<file path="src/rtl/uart_txn_pkg.sv">
// Shared types and helpers for the UART transaction engine.
package uart_txn_pkg;

   localparam int unsigned DATA_WIDTH_DEF = 32'd8;

   typedef enum logic [1:0] {
      ST_IDLE    = 2'd0,
      ST_SEND    = 2'd1,
      ST_WAIT_RX = 2'd2,
      ST_DONE    = 2'd3
   } state_e;

   // Saturate a requested byte count to the buffer depth.
   function automatic int unsigned clamp_len(input int unsigned req_len,
                                             input int unsigned depth);
      if (req_len > depth) begin
         return depth;
      end else begin
         return req_len;
      end
   endfunction

endpackage

</file>
<file path="src/rtl/uart_txn_rx_collect.sv">
// Response collector: stores incoming bytes in order, counts them and
// aborts the wait after TIMEOUT_P consecutive idle cycles.
module uart_txn_rx_collect
   import uart_txn_pkg::*;
#(
   parameter int unsigned DATA_WIDTH_P = DATA_WIDTH_DEF,
   parameter int unsigned RX_DEPTH_P   = 32'd8,
   parameter int unsigned TIMEOUT_P    = 32'd65535
) (
   input  logic                                 clk,
   input  logic                                 rst_n,
   input  logic                                 start,
   input  logic                                 en,
   input  logic [$clog2(RX_DEPTH_P+1)-1:0]      rx_len,
   input  logic                                 byte_valid,
   input  logic [DATA_WIDTH_P-1:0]              byte_data,
   output logic                                 done,
   output logic                                 expire,
   output logic                                 timeout,
   output logic [RX_DEPTH_P*DATA_WIDTH_P-1:0]   data,
   output logic [$clog2(RX_DEPTH_P+1)-1:0]      len
);

   localparam int unsigned LEN_W = $clog2(RX_DEPTH_P + 32'd1);
   localparam int unsigned CNT_W = $clog2(TIMEOUT_P + 32'd1);
   localparam logic [CNT_W-1:0] IDLE_LIMIT = CNT_W'(TIMEOUT_P - 32'd1);

   logic [LEN_W-1:0]                 idx_r;
   logic [LEN_W-1:0]                 idx_nxt_s;
   logic [CNT_W-1:0]                 idle_cnt_r;
   logic [RX_DEPTH_P*DATA_WIDTH_P-1:0] data_r;
   logic                             timeout_r;
   logic                             fire_s;

   assign idx_nxt_s = idx_r + LEN_W'(1);
   assign fire_s    = en && byte_valid && (idx_r < rx_len);
   // A byte on the expiry cycle wins, so expiry requires an idle cycle.
   assign expire    = en && !byte_valid && (idle_cnt_r == IDLE_LIMIT);
   assign done      = fire_s && (idx_nxt_s == rx_len);

   assign timeout = timeout_r;
   assign data    = data_r;
   assign len     = idx_r;

   // Byte buffer, fill index, idle counter and sticky timeout flag.
   always_ff @(posedge clk or negedge rst_n) begin
      if (!rst_n) begin
         idx_r      <= {LEN_W{1'b0}};
         idle_cnt_r <= {CNT_W{1'b0}};
         data_r     <= {(RX_DEPTH_P*DATA_WIDTH_P){1'b0}};
         timeout_r  <= 1'b0;
      end else if (start) begin
         idx_r      <= {LEN_W{1'b0}};
         idle_cnt_r <= {CNT_W{1'b0}};
         data_r     <= {(RX_DEPTH_P*DATA_WIDTH_P){1'b0}};
         timeout_r  <= 1'b0;
      end else if (fire_s) begin
         data_r[32'(idx_r)*DATA_WIDTH_P +: DATA_WIDTH_P] <= byte_data;
         idx_r      <= idx_nxt_s;
         idle_cnt_r <= {CNT_W{1'b0}};
      end else if (en) begin
         if (idle_cnt_r == IDLE_LIMIT) begin
            timeout_r <= 1'b1;
         end else begin
            idle_cnt_r <= idle_cnt_r + CNT_W'(1);
         end
      end
   end

endmodule

</file>
<file path="src/rtl/uart_txn_engine.sv">
// Host-side UART transaction engine: sends one request packet over an
// AXI-stream UART, then gathers the response with an inactivity timeout.
module uart_txn_engine
   import uart_txn_pkg::*;
#(
   parameter int unsigned DATA_WIDTH_P = DATA_WIDTH_DEF,
   parameter int unsigned TX_DEPTH_P   = 32'd8,
   parameter int unsigned RX_DEPTH_P   = 32'd8,
   parameter int unsigned TIMEOUT_P    = 32'd65535
) (
   input  logic                                 clk,
   input  logic                                 rst_n,
   input  logic                                 req_valid_i,
   output logic                                 req_ready_o,
   input  logic [TX_DEPTH_P*DATA_WIDTH_P-1:0]   req_data_i,
   input  logic [$clog2(TX_DEPTH_P+1)-1:0]      req_tx_len_i,
   input  logic [$clog2(RX_DEPTH_P+1)-1:0]      req_rx_len_i,
   output logic [DATA_WIDTH_P-1:0]              uart_tdata_o,
   output logic                                 uart_tvalid_o,
   input  logic                                 uart_tready_i,
   input  logic [DATA_WIDTH_P-1:0]              uart_rdata_i,
   input  logic                                 uart_rvalid_i,
   output logic                                 uart_rready_o,
   output logic                                 rsp_valid_o,
   input  logic                                 rsp_ready_i,
   output logic [RX_DEPTH_P*DATA_WIDTH_P-1:0]   rsp_data_o,
   output logic [$clog2(RX_DEPTH_P+1)-1:0]      rsp_len_o,
   output logic                                 rsp_timeout_o,
   output logic                                 drop_o,
   output logic                                 busy_o
);

   localparam int unsigned TXL_W = $clog2(TX_DEPTH_P + 32'd1);
   localparam int unsigned RXL_W = $clog2(RX_DEPTH_P + 32'd1);

   state_e                           state_r;
   state_e                           state_s;
   logic [TX_DEPTH_P*DATA_WIDTH_P-1:0] tx_buf_r;
   logic [TXL_W-1:0]                 tx_len_r;
   logic [TXL_W-1:0]                 tx_idx_r;
   logic [TXL_W-1:0]                 tx_idx_nxt_s;
   logic [TXL_W-1:0]                 tx_len_s;
   logic [RXL_W-1:0]                 rx_len_r;
   logic [RXL_W-1:0]                 rx_len_s;
   logic [DATA_WIDTH_P-1:0]          tdata_r;
   logic                             tvalid_r;
   logic                             req_ready_r;
   logic                             busy_r;
   logic                             rsp_valid_r;
   logic                             drop_r;
   logic                             accept_s;
   logic                             tx_hs_s;
   logic                             tx_last_s;
   logic                             rx_en_s;
   logic                             rx_done_s;
   logic                             rx_expire_s;

   assign tx_len_s     = TXL_W'(clamp_len(32'(req_tx_len_i), TX_DEPTH_P));
   assign rx_len_s     = RXL_W'(clamp_len(32'(req_rx_len_i), RX_DEPTH_P));
   assign accept_s     = req_valid_i && req_ready_r;
   assign tx_hs_s      = (state_r == ST_SEND) && tvalid_r && uart_tready_i;
   assign tx_idx_nxt_s = tx_idx_r + TXL_W'(1);
   assign tx_last_s    = tx_hs_s && (tx_idx_nxt_s == tx_len_r);
   assign rx_en_s      = (state_r == ST_WAIT_RX);

   assign req_ready_o   = req_ready_r;
   assign busy_o        = busy_r;
   assign rsp_valid_o   = rsp_valid_r;
   assign drop_o        = drop_r;
   assign uart_tdata_o  = tdata_r;
   assign uart_tvalid_o = tvalid_r;
   // The engine never backpressures the UART receiver; unwanted bytes are
   // flagged through drop_o instead.
   assign uart_rready_o = 1'b1;

   // Next-state decode for the request/response sequence.
   always_comb begin
      state_s = state_r;
      case (state_r)
         ST_IDLE: begin
            if (accept_s) begin
               if (tx_len_s != {TXL_W{1'b0}}) begin
                  state_s = ST_SEND;
               end else if (rx_len_s != {RXL_W{1'b0}}) begin
                  state_s = ST_WAIT_RX;
               end else begin
                  state_s = ST_DONE;
               end
            end else begin
               state_s = ST_IDLE;
            end
         end
         ST_SEND: begin
            if (tx_last_s) begin
               if (rx_len_r != {RXL_W{1'b0}}) begin
                  state_s = ST_WAIT_RX;
               end else begin
                  state_s = ST_DONE;
               end
            end else begin
               state_s = ST_SEND;
            end
         end
         ST_WAIT_RX: begin
            if (rx_done_s || rx_expire_s) begin
               state_s = ST_DONE;
            end else begin
               state_s = ST_WAIT_RX;
            end
         end
         ST_DONE: begin
            if (rsp_ready_i) begin
               state_s = ST_IDLE;
            end else begin
               state_s = ST_DONE;
            end
         end
         default: begin
            state_s = ST_IDLE;
         end
      endcase
   end

   // State register plus registered status flags decoded from the next state.
   always_ff @(posedge clk or negedge rst_n) begin
      if (!rst_n) begin
         state_r     <= ST_IDLE;
         req_ready_r <= 1'b1;
         busy_r      <= 1'b0;
         rsp_valid_r <= 1'b0;
      end else begin
         state_r     <= state_s;
         req_ready_r <= (state_s == ST_IDLE);
         busy_r      <= (state_s != ST_IDLE);
         rsp_valid_r <= (state_s == ST_DONE);
      end
   end

   // Request capture and transmit byte sequencing.
   always_ff @(posedge clk or negedge rst_n) begin
      if (!rst_n) begin
         tx_buf_r <= {(TX_DEPTH_P*DATA_WIDTH_P){1'b0}};
         tx_len_r <= {TXL_W{1'b0}};
         rx_len_r <= {RXL_W{1'b0}};
         tx_idx_r <= {TXL_W{1'b0}};
         tdata_r  <= {DATA_WIDTH_P{1'b0}};
         tvalid_r <= 1'b0;
      end else if (accept_s) begin
         tx_buf_r <= req_data_i;
         tx_len_r <= tx_len_s;
         rx_len_r <= rx_len_s;
         tx_idx_r <= {TXL_W{1'b0}};
         if (tx_len_s != {TXL_W{1'b0}}) begin
            tdata_r  <= req_data_i[DATA_WIDTH_P-1:0];
            tvalid_r <= 1'b1;
         end else begin
            tdata_r  <= {DATA_WIDTH_P{1'b0}};
            tvalid_r <= 1'b0;
         end
      end else if (tx_hs_s) begin
         tx_idx_r <= tx_idx_nxt_s;
         if (tx_last_s) begin
            tdata_r  <= {DATA_WIDTH_P{1'b0}};
            tvalid_r <= 1'b0;
         end else begin
            tdata_r  <= tx_buf_r[32'(tx_idx_nxt_s)*DATA_WIDTH_P +: DATA_WIDTH_P];
            tvalid_r <= 1'b1;
         end
      end
   end

   // Sticky flag for bytes arriving while no response is being collected.
   always_ff @(posedge clk or negedge rst_n) begin
      if (!rst_n) begin
         drop_r <= 1'b0;
      end else if (accept_s) begin
         drop_r <= uart_rvalid_i;
      end else if (uart_rvalid_i && (state_r != ST_WAIT_RX)) begin
         drop_r <= 1'b1;
      end
   end

   uart_txn_rx_collect #(
      .DATA_WIDTH_P (DATA_WIDTH_P),
      .RX_DEPTH_P   (RX_DEPTH_P),
      .TIMEOUT_P    (TIMEOUT_P)
   ) u_rx_collect (
      .clk        (clk),
      .rst_n      (rst_n),
      .start      (accept_s),
      .en         (rx_en_s),
      .rx_len     (rx_len_r),
      .byte_valid (uart_rvalid_i),
      .byte_data  (uart_rdata_i),
      .done       (rx_done_s),
      .expire     (rx_expire_s),
      .timeout    (rsp_timeout_o),
      .data       (rsp_data_o),
      .len        (rsp_len_o)
   );

endmodule
</file>
<file path="config.mk">
export PLATFORM = sky130hd
export DESIGN_NAME = uart_txn_engine
export DESIGN_NICKNAME = d
export VERILOG_FILES = /design/src/rtl/uart_txn_pkg.sv /design/src/rtl/uart_txn_rx_collect.sv /design/src/rtl/uart_txn_engine.sv
export SDC_FILE = /design/constraint.sdc
export NUM_CORES = 1
export LEC_CHECK = 0
export ABC_AREA = 1
export ABC_CLOCK_PERIOD_IN_PS = 2800
export BUFFER_PORTS_ARGS = -buffer_cell sky130_fd_sc_hd__buf_2
export CAP_MARGIN = 25
export CORE_MARGIN = 5
export CORE_UTILIZATION = 55
export CTS_CLUSTER_DIAMETER = 100
export DETAILED_ROUTE_END_ITERATION = 6
export GPL_TIMING_DRIVEN = 0
export PLACE_DENSITY = 0.79
export SYNTH_ARGS = -nofsm -noshare
export SYNTH_HDL_FRONTEND = slang
export SYNTH_SLANG_ARGS = --single-unit
</file>
<file path="constraint.sdc">
create_clock -name clk -period 2.8 [get_ports clk]
set_input_delay 0.56 -clock clk [delete_from_list [all_inputs] [get_ports clk]]
set_output_delay 0.56 -clock clk [all_outputs]
set_load 0.03 [all_outputs]
</file>
==> impl_results.md <==
- Slew of the pin with the lowest slew margin: 0.719 ns
- Pwr per Cell Area: 496 mW/mm^2
- Maximum clock rate: 385 MHz
- GRT Overall Usage: 27.8%
- Layout cell share with drive strength beyond 1: 19.3%
- #FFs+latches synth: 176
- Status: complete, no violations
- CP Buf/Inv Count: 4
- CP max FO: 12
- TNS Setup: 0 ns
- Synth cell types: 40
- Slew HR: 52.0%
- Die Width: 135 microns
- Fin. Hold Viols: 0
- Most frequent cells after synthesis: nand2_1, dfrtp_1, o21ai_0
- Clk root buf: clkbuf_16
- Crit path largest cell delay: 0.45 ns
- Vias in the first global route: 7798
- Overflow left after global routing: 0
- Antenna viol nets, final: 0
- Synth Warn #: 0
- Final Skew: 0.00830 ns
- Clk_lat worst skew: 0.44 ns
- RePlAce Congestion: 0.950
- Core area: 0.0152 sq mm
- Cell taking the most area after synthesis: dfrtp_1
- Tcrit/Tclk final: 92.8%
- Yosys top cell area share: 51.3%
- Final cell count without fillers: 1460
- Pleak: 5.33 nW
- Worst-path cell chain: buf_6 -> inv_1 -> buf_4 -> ha_1 -> nor2_1 -> o21bai_1 -> nand2_1 -> nor2_4 -> clkbuf_4 -> nand3_1 -> o22ai_1
- Synth Cell Area: 0.00854 sq mm
- Buffers on Ports: 167
- CTS tree: done
- Crit-path leading delay family: buffers and inverters
- Asr flop ratio synth: 100%
- DRC errors left: 0
- Fillers: 1296
- Global-route wire length before repair: 39700 microns
- CTS Buf Count: 17
- I/O pins: 169
- Row Count: 45
- Worst vdd ir: 0.000438 V
- Maxcap violations: 0
- CP arrival: 2.95 ns
- Initial Util: 56.2%
- DR WL/cell: 17.0 microns
- Cells after Synth: 1065
- RSZ-0062 raised after global routing: no
- Number of diodes: 0
- TritonRoute pass-1 iters: 5
- Clk sink count: 176
- Post-synth EDFFs: 0
- Top_reg_cell synth: dfrtp_1
- Setup crit end kind: flop
- Largest net degree at the start of global routing: 114
- HPWL after detailed placement: 18100 microns
- Nets: 1358
- Total number of vias: 8260
- Synth-to-Final Area Change: 21.1%
- Critical path required time: 3.15 ns
- Hold Crit Class: in -> async
- H-tree levels: 4
- Die Footprint: 0.0181 sq mm
- Clk slew on worst S/H paths: 0.07 ns
- # setup viols final: 0
- Initial antenna violation count: 0
- Die height: 135 microns
- Clock buffer depth: 2
- 1st-iter DRT viols: 822
- Slowest CP cell: dfrtp_2
- Crit path time final: 2.60 ns
- Most frequent cell after synthesis: nand2_1
- Final max-slew violation count: 0
- Final WL: 24800 microns
- Register area share after synthesis: 51.6%
- Startpoint types: flop
- Via density: 5.66
- Synth area leaders: dfrtp_1, nand2_1, o21ai_0
- Placed cell count: 1421
- Syn_nets: 1164
- Post-synthesis average cell area: 8.02 sq um
- WS Path Type: reg -> reg
repair_timing:
| item | in CTS | in global routing |
|---|---|---|
| pin swaps | 0 | 4 |
| gates resized for setup | 5 | 12 |
| endpoints found under the setup margin | 70 | 72 |
| setup buffers | 0 | 7 |
| hold buffers | 0 | 0 |
worst register-to-register path, cell delays in order (launching register included):
cell      delay [ns]
dfrtp_2         0.45
buf_6           0.16
inv_1           0.16
buf_4           0.23
ha_1            0.17
nor2_1          0.04
o21bai_1        0.24
nand2_1         0.14
nor2_4          0.25
clkbuf_4        0.27
nand3_1         0.17
o22ai_1         0.22
stage by stage:
stage	area (sq um)	utilization [%]	hold WS (ns)	worst slack [ns]	power [mW]
6_report	10300	68.0	0.0496	0.201	5.13
5_1_grt	10300	68.0	0.0924	0.0105	5.28
4_1_cts	10300	67.5	0.0650	0.0180	5.13
3_5_place_dp	9650	63.4	0.460	-0.319	2.73
3_3_place_gp	9610	63.2	0.459	-1.58	2.73
2_1_floorplan	8540	-	0.264	0.185	2.60
area by class of cell:
class	count	area [sq um]	area share, %
Inverter	118	443	4.28
Clock inverter	12	148	1.43
Sequential cell	176	4410	42.6
Clock buffer	20	457	4.42
Tap cell	188	235	2.27
Multi-Input combinational cell	722	3500	33.9
Buffer	49	225	2.18
Timing Repair Buffer	175	926	8.95
report_power, final:
group	internal, mW	total [mW]	switching (mW)
Sequential	2.54	2.54	0
Clock	1.39	2.45	1.07
Combinational	0.0522	0.142	0.0898
Total	3.98	5.13	1.16
logic make-up after synthesis:
kind of cell,count (synthesis),synth area share (%)
other,1,0.0439
DFF,176,51.6
adders and majority gates,13,1.91
AOI/OAI and AO/OA,196,12.7
buffers and inverters,167,7.72
xor gates and xnor gates,8,0.821
and+or+nand+nor,504,25.2
cells in the final DEF, fill, tap and decap left out, types with 13 or more instances in the layout:
cell type,Yosys,routed
a21oi_1,26,26
buf_2,11,176
clkbuf_1,29,27
clkbuf_16,0,17
dfrtp_1,175,174
ha_1,13,13
inv_1,116,116
nand2_1,317,317
nand3_1,73,73
nand4_1,29,29
nor2_1,50,49
nor3_1,13,13
o211ai_1,14,14
o21ai_0,119,117
o22ai_1,18,18
layer usage:
| layer | up-vias | global-route usage, % | wire, microns |
|---|---|---|---|
| met1 | 3942 | 40.1 | 10800 |
| met2 | 393 | 42.7 | 11400 |
| met5 | - | 0 | 0 |
| met4 | 0 | 7.86 | 348 |
| li1 | 3883 | - | - |
| met3 | 42 | 6.04 | 2220 |
sequential cells by signal (all words and copies together), names as in the netlist:
register and flops:
tx_idx_r 4, req_ready_o 1, u_rx_collect.timeout 1, uart_tdata_o 8, tx_len_r 4, uart_tvalid_o 1, u_rx_collect.len 4, u_rx_collect.data 64
rx_len_r 4, rsp_valid_o 1, busy_o 1, drop_o 1, tx_buf_r 64, state_r 2, u_rx_collect.idle_cnt_r 16
final timing paths:
kind | startpoint | endpoint | slack [ns] | depth (start not counted)
worst min-delay path | rst_n | tx_buf_r[37] | 0.05 | 1
worst max register to register | u_rx_collect.len[0] | u_rx_collect.data[31] | 0.20 | 11
worst min register to register | u_rx_collect.data[33] | u_rx_collect.data[33] | 0.48 | 2
worst max-delay path | u_rx_collect.len[0] | u_rx_collect.data[31] | 0.20 | 11
max in group asynchronous | rst_n | u_rx_collect.data[48] | 1.84 | 2
min in group clk | req_data_i[53] | tx_buf_r[53] | 0.31 | 3
Power figures use the tool's default switching activity.
